[src/rtl/noc_pkg.sv]
// noc_pkg: shared flow-control, preamble and framing types for router ports.
package noc_pkg;
  typedef enum logic {kFlowControlAckNack, kFlowControlCredit} noc_flow_control_t;
  typedef struct packed {
    logic head;
    logic tail;
  } preamble_t;
  typedef enum logic {kFrIdle, kFrBody} framing_state_t;
  parameter int PortQueueDepth = 4;
  // Offsets of the preamble bits below the flit MSB.
  localparam int HeadBit = 0;
  localparam int TailBit = 1;
  function automatic int credits_width(input int depth);
    return $clog2(depth + 1);
  endfunction
endpackage

[src/rtl/noc_framing_checker.sv]
// noc_framing_checker: head/tail sequence tracker with a sticky violation flag.
module noc_framing_checker
  import noc_pkg::*;
(
  input  logic      clk,
  input  logic      rst,
  input  logic      valid,
  input  preamble_t preamble,
  output logic      framing_err
);
  framing_state_t state_q, state_d;
  logic err_q, err_d;
  // A head is only legal between packets, a non-head only inside one.
  always_comb begin
    state_d = state_q;
    err_d = err_q;
    if (valid) begin
      err_d = err_q | (preamble.head == (state_q == kFrBody));
      state_d = ((state_q == kFrIdle && !preamble.head) || preamble.tail) ? kFrIdle : kFrBody;
    end
  end
  always_ff @(posedge clk or negedge rst) begin
    if (!rst) begin
      state_q <= kFrIdle;
      err_q <= 1'b0;
    end else begin
      state_q <= state_d;
      err_q <= err_d;
    end
  end
  assign framing_err = err_q;
endmodule

[src/rtl/noc_port_queue_fc.sv]
// noc_port_queue_fc: FWFT router input queue with stop or credit backpressure.
module noc_port_queue_fc
  import noc_pkg::*;
#(
  parameter int                FlitWidth    = 64,
  parameter int                Depth        = PortQueueDepth,
  parameter noc_flow_control_t FlowControl  = kFlowControlAckNack,
  parameter bit                CheckFraming = 1'b1
) (
  input  logic                         clk,
  input  logic                         rst,
  input  logic [FlitWidth-1:0]         data_in,
  input  logic                         data_void_in,
  output logic                         stop_out,
  output logic                         credit_out,
  output logic [FlitWidth-1:0]         data_out,
  output logic                         data_void_out,
  input  logic                         stop_in,
  output logic [$clog2(Depth+1)-1:0]   count_out,
  output logic                         overflow_err,
  output logic                         framing_err
);
  localparam int CW = credits_width(Depth);
  localparam int PW = $clog2(Depth);
  logic [FlitWidth-1:0] mem_q [Depth];
  logic [FlitWidth-1:0] mem_d [Depth];
  logic [PW-1:0] wr_ptr_q, wr_ptr_d, rd_ptr_q, rd_ptr_d;
  logic [CW-1:0] count_q, count_d;
  logic credit_q, credit_d, overflow_q, overflow_d;
  logic push, pop, full, empty, accept;
  assign push = !data_void_in;
  assign empty = count_q == '0;
  assign full = count_q == CW'(Depth);
  assign pop = !empty && !stop_in;
  // A full queue still accepts when the head leaves in the same cycle.
  assign accept = push && (!full || pop);
  always_comb begin
    mem_d = mem_q;
    if (accept) mem_d[wr_ptr_q] = data_in;
    wr_ptr_d = accept ? ((wr_ptr_q == PW'(Depth - 1)) ? '0 : wr_ptr_q + 1'b1) : wr_ptr_q;
    rd_ptr_d = pop ? ((rd_ptr_q == PW'(Depth - 1)) ? '0 : rd_ptr_q + 1'b1) : rd_ptr_q;
    count_d = count_q + CW'(accept) - CW'(pop);
    credit_d = (FlowControl == kFlowControlCredit) && pop;
    overflow_d = overflow_q | (push && !accept);
  end
  always_ff @(posedge clk or negedge rst) begin
    if (!rst) begin
      mem_q <= '{default: '0};
      wr_ptr_q <= '0;
      rd_ptr_q <= '0;
      count_q <= '0;
      credit_q <= 1'b0;
      overflow_q <= 1'b0;
    end else begin
      mem_q <= mem_d;
      wr_ptr_q <= wr_ptr_d;
      rd_ptr_q <= rd_ptr_d;
      count_q <= count_d;
      credit_q <= credit_d;
      overflow_q <= overflow_d;
    end
  end
  assign data_out = mem_q[rd_ptr_q];
  assign data_void_out = empty;
  assign count_out = count_q;
  assign stop_out = (FlowControl == kFlowControlAckNack) && full;
  assign credit_out = credit_q;
  assign overflow_err = overflow_q;
  if (CheckFraming) begin : g_framing
    preamble_t pre;
    assign pre = '{head: data_in[FlitWidth-1-HeadBit], tail: data_in[FlitWidth-1-TailBit]};
    noc_framing_checker u_framing (
      .clk(clk),
      .rst(rst),
      .valid(accept),
      .preamble(pre),
      .framing_err(framing_err)
    );
  end else begin : g_no_framing
    assign framing_err = 1'b0;
  end
endmodule
[config.mk]
export PLATFORM = sky130hd
export DESIGN_NAME = noc_port_queue_fc
export DESIGN_NICKNAME = d
export VERILOG_FILES = /design/src/rtl/noc_pkg.sv /design/src/rtl/noc_framing_checker.sv /design/src/rtl/noc_port_queue_fc.sv
export SDC_FILE = /design/constraint.sdc
export NUM_CORES = 1
export LEC_CHECK = 0
export BUFFER_PORTS_ARGS = -buffer_cell sky130_fd_sc_hd__buf_2
export CORE_AREA = 2 2 151 153
export DETAILED_ROUTE_END_ITERATION = 7
export DIE_AREA = 0 0 153 155
export GPL_TIMING_DRIVEN = 0
export HOLD_SLACK_MARGIN = 0.05
export PLACE_DENSITY = 0.76
export SYNTH_ARGS = -nofsm -noshare
export SYNTH_HDL_FRONTEND = slang
export SYNTH_SLANG_ARGS = --single-unit
[constraint.sdc]
create_clock -name clk -period 2.75 [get_ports clk]
set_input_delay 0.275 -clock clk [delete_from_list [all_inputs] [get_ports clk]]
set_output_delay 0.275 -clock clk [all_outputs]
set_load 0.01 [all_outputs]
Yosys cells after proc, flatten, opt, wreduce, memory -nomap -nowiden
Index checks and enable logic that the tools add are counted.
Operators by class
  mux-type cells: 9
  bitwise gates (word level): 5
  eq/ne operators: 4
  $add $sub $neg: 4
  magnitude comparators: 3
  reductions and logical operators: 14
Operators with widths (count)
  256-bit bitwise mux: 1
  64-bit two-way mux: 3
  64-bit binary-select mux with 2-bit select: 1
  64-bit demux with 2-bit select: 1
  3-bit >= comparator, second input constant: 2
  1-bit logical NOT: 6
  2-bit inverter with 3-bit output: 2
  1-bit logical AND: 5
  2-bit by 1-bit adder with 2-bit output, second input constant: 2
  2-bit == test, second input constant: 2
  2-bit two-way mux: 2
  3-bit by 1-bit adder with 3-bit output: 1
  3-bit == test, second input constant: 1
  3-bit logical NOT: 1
  3-bit by 1-bit < comparator with 1-bit output, second input constant: 1
  3-bit by 1-bit subtractor with 3-bit output: 1
  1-bit logical OR: 2
  1-bit bitwise OR: 2
  1-bit == test: 1
  1-bit two-way mux: 1
  1-bit inverter: 1
Storage, ports and cells
  flip-flop bits (word level): 266
  word-level logic and storage cells: 49
  input bits: 68

Depth between registers and ports, before layout
  depth in word-level cells: 8
  mapped depth: 8

Cells and area by module
From an unflattened synthesis, not the netlist that was laid out.
Second synthesis, totals
  cells, all modules: 670
  area total of the unflattened synthesis: 12827.3 µm²
Modules (own cells, without submodules)
  noc_port_queue_fc: cells an instance 661, instances 1, sequential area each 6606.3 µm², area an instance 12731.0 µm²
  noc_framing_checker: cells an instance 9, instances 1, sequential area each 50.0 µm², area an instance 96.3 µm²

Worst setup path before layout
Ideal clock, no wire load.
  path type: reg2reg
  start: register count_q[1] (netlist: count_out[1])
  end: register count_q[2] (netlist: count_out[2])
  setup time: 0.123 ns
  stages on the path, launching flop included: 8
  data arrival time: 1.953 ns
  slack: 0.675 ns
  path buffers: 0
  path through: dfrtp_1 > nor3_1 > nor2_1 > ha_1 > inv_1 > ha_1 > fa_1 > xnor2_1
On the way
  cells in the longest elaborated chain, start to end: 7
RTL lines
  start, declared: line noc_port_queue_fc.sv:28  | logic [CW-1:0] count_q, count_d;
  start signal, assigned: line noc_port_queue_fc.sv:58  | count_q <= count_d;
  3-bit logical NOT (*): line noc_port_queue_fc.sv:32  | assign empty = count_q == '0;
  via data_void_out: line noc_port_queue_fc.sv:17  | output logic data_void_out,
  1-bit logical NOT (*): line noc_port_queue_fc.sv:34  | assign pop = !empty && !stop_in;
  1-bit logical AND (*): line noc_port_queue_fc.sv:34
  via pop: line noc_port_queue_fc.sv:30  | logic push, pop, full, empty, accept;
  1-bit logical OR: line noc_port_queue_fc.sv:36  | assign accept = push && (!full || pop);
  1-bit logical AND: line noc_port_queue_fc.sv:36
  3-bit by 1-bit adder with 3-bit output: line noc_port_queue_fc.sv:42  | count_d = count_q + CW'(accept) - CW'(pop);
  3-bit by 1-bit subtractor with 3-bit output (*): line noc_port_queue_fc.sv:42
  via count_d[2]: line noc_port_queue_fc.sv:28
The timed path passes the listed nets; every way through them passes the cells marked *.
A chain may end at the register's enable or synchronous reset.

Final worst setup path
  start: register rd_ptr_q[1]
  end: output port data_out[20]
On the way
  cells in the longest elaborated chain, start to end: 4
RTL lines
  start, declared: line noc_port_queue_fc.sv:27  | logic [PW-1:0] wr_ptr_q, wr_ptr_d, rd_ptr_q, rd_ptr_d;
  start signal, assigned: line noc_port_queue_fc.sv:57  | rd_ptr_q <= rd_ptr_d;
  2-bit inverter with 3-bit output (implied by the code): line noc_port_queue_fc.sv:63  | assign data_out = mem_q[rd_ptr_q];
  64-bit binary-select mux with 2-bit select: line noc_port_queue_fc.sv:63
  64-bit two-way mux (implied by the code) (2 in a row): line noc_port_queue_fc.sv:63
  end, declared: line noc_port_queue_fc.sv:16  | output logic [FlitWidth-1:0] data_out,
Every way passes these cells. The select of a mux whose other input is x is not followed.

==> impl_metrics.ini <==
[pwr]
p_per_area_nw_per_um2 = 1303
p_leak_nw = 7.073
p_sw_share_pct = 30.66
combinationalPowerShare_pct = 46.4
seq_power_share_pct = 35.4
total_power_mw = 20.19
peakVddDrop_v = 0.0006540
clockPowerShare_pct = 18.3
power.internal_mw = 14.00
p_switching_mw = 6.192

[route]
routed_wl_um = 26870
drt_iter0_markers = 350
wire_per_inst_um = 22.23
vias = 6759
first_pass_iters = 4
avgViaCountPerCell = 5.591
antenna_left = 0
post-route-drc-count = 0

[setup_path]
worstPathMaxFanout = 10
worst_r2r_endpoint = count_out[2]
reg2regPathDepth = 8
crit_top_cell = buf_2
cp_slowest_stage_delay_ns = 0.59
crit_required_ns = 2.48
arrival_ns = 2.37
path_cells = buf_2 -> buf_1 -> mux4_2 -> buf_2
worstSetupPathType = reg2out
reg2reg_from = count_out[0]
ff2ff_setup_slack_ns = 0.50
crit_slowest_cell = buf_1
end_kind = output port
cp-start-kind = flip-flop

[run_status]
status = completed

[final_layout]
drive_gt1_share_pct = 59.91
num-fill-cells = 1423
syn_to_final_growth_pct = 20.89
nets = 981
fin_cells = 1209
final_common_cell = dfrtp_1
layout_common_cells = dfrtp_1, mux2_4, buf_2
final_cell_area_sq_um = 15500

[min_path]
hold_path.class = in2reg
hold_end = overflow_err
min_path_cells = 3
hp-start = data_void_in

[place]
dp_hpwl_um = 17320
dpl.cell_count = 1094
portBuffers = 138
placed_area_sq_um = 13930
gp_congestion = 0.7665

[die]
rows = 55
die_area_sq_um = 23720
core_sq_um = 22230
die_height_um = 155
fp.dieW_um = 153
io-pin-count = 140
start_util_pct = 57.69

[grt]
antenna_found_initial = 1
grt_start_max_net_pins = 135
grt_pass1_wl_um = 44150
grt_pass1_vias = 7817
grt-ovfl-total = 0
grt_use_total_pct = 23.49

[clocking]
cts_tree = done
cts-root-buf = clkbuf_16
numCtsBuffers = 28
htree_levels = 1
clk_latency_ns = 0.53
clock_sinks = 266
clk_pin_slew_ns = 0.06
clockBufferDepth = 3

[timing]
clock_skew_ns = 0.006552
rsz0062_at_grt = no
report.final.setup_viol = 0
min_period_over_period_pct = 96.26
tightest_slew_ns = 0.8537
slew_headroom_pct = 43.09
hold_viol = 0
final-max-slew-violation-count = 0
period_needed_ns = 2.647
fin_hold_ws_ns = 0.09824
fmax_ghz = 0.3778

[yosys]
netlist_area_sq_um = 12820
synth-seq-cells = 266
syn_nets = 746
avgSynthCellArea_sq_um = 19.17
ys_warn_count = 0
syn_inst = 669
ys_seq_area_share_pct = 51.91
ys_types = 25

[flow_run]
drv_cap = 0
## how the worst max path moves through the flow
stage / to / start / cells after the start / slack (ns)
after global placement: mem_q[237] / rst / 1 / -2.84
after floorplan: count_out[2] / count_out[1] / 7 / 0.67
after global routing: data_out[23] / rd_ptr_q[0] / 4 / 0.005
final: data_out[20] / rd_ptr_q[1] / 4 / 0.10
after detailed placement: count_out[2] / count_out[0] / 8 / 0.50
after CTS: data_out[25] / rd_ptr_q[1] / 4 / 0.02
## timing repair
action / in CTS / in global routing
endpoints found under the hold margin: 393 / 0
endpoints found under the setup margin: 0 / 12
hold buffers: 65 / 0
setup buffers: 0 / 0
resized for setup: 0 / 3
## per-layer routing
layer,global-route usage [%],part of all wire [%]
met1,31.62,43
met4,5.467,2.0
met5,0,0
met2,40.83,52
met3,3.649,3.8
## sequential cells by signal, summed over array words and instances (netlist names)
register	count
mem_q	256
count_out	3
rd_ptr_q	2
wr_ptr_q	2
g_framing.u_framing.framing_err	1
g_framing.u_framing.state_q	1
overflow_err	1
## cell usage after synthesis
cell	count	area share (%)
buf_12	24	3.7
nor2_1	4	0.12
o21ai_0	1	0.039
buf_6	4	0.35
clkbuf_1	3	0.088
fa_1	1	0.16
o31ai_1	1	0.059
nor3b_2	4	0.39
a21o_2	1	0.068
mux2_2	20	1.8
buf_1	3	0.088
nor3b_1	1	0.059
and4bb_4	1	0.13
buf_2	7	0.27
xnor2_1	1	0.068
xor2_1	1	0.068
buf_4	2	0.12
ha_1	8	0.78
mux2_4	240	28
dfrtp_1	266	52
nor3_1	1	0.039
mux4_2	64	11
inv_1	9	0.26
conb_1	1	0.029
o21bai_1	1	0.059
## area by class of cell
class / instances / area, sq um / area share [%]
Antenna cell: 1 / 2.502 / 0.01614
Sequential cell: 266 / 6656 / 42.94
Tap cell: 285 / 356.6 / 2.300
Buffer: 43 / 604.3 / 3.899
Multi-Input combinational cell: 351 / 5534 / 35.70
Clock buffer: 40 / 837.1 / 5.400
Timing Repair Buffer: 205 / 1406 / 9.073
Clock inverter: 9 / 70.07 / 0.4520
Inverter: 9 / 33.78 / 0.2179
## power groups by stage
| stage | sequential [mW] | combinational [mW] | clock [mW] |
|---|---|---|---|
| after floorplan | 6.70 | 7.14 | 0 |
| after CTS | 7.14 | 9.49 | 3.76 |
| after global placement | 6.91 | 9.09 | 0 |
| after global routing | 7.37 | 9.98 | 3.92 |
| after detailed placement | 7.15 | 9.36 | 0 |
| final | 7.14 | 9.36 | 3.69 |
## critical path: cells and delay by family, from the launching register on
family	cells	cell delay (ns)
buffers and inverters	3	1.06
DFF	1	0.36
muxes	1	0.41
## per-stage QoR
stage               worst slack [ns]  util, %  setup TNS (ns)
floorplan                     0.6746        -               0
global placement              -2.842    62.40         -751.14
detailed placement            0.5044    62.69               0
CTS                          0.01708    69.70               0
global route                0.004820    69.74               0
finish                        0.1030    69.74               0
## cells by family after synthesis
kind of cell | count (synthesis) | synth area share (%)
mux | 324 | 41.10
other cells | 1 | 0.02925
compound gates | 4 | 0.2245
simple gates | 11 | 0.7319
flops | 266 | 51.91
xor+xnor | 2 | 0.1366
fa+ha+maj | 9 | 0.9368
buf+inv | 52 | 4.928
Power figures use the tool's default switching activity.
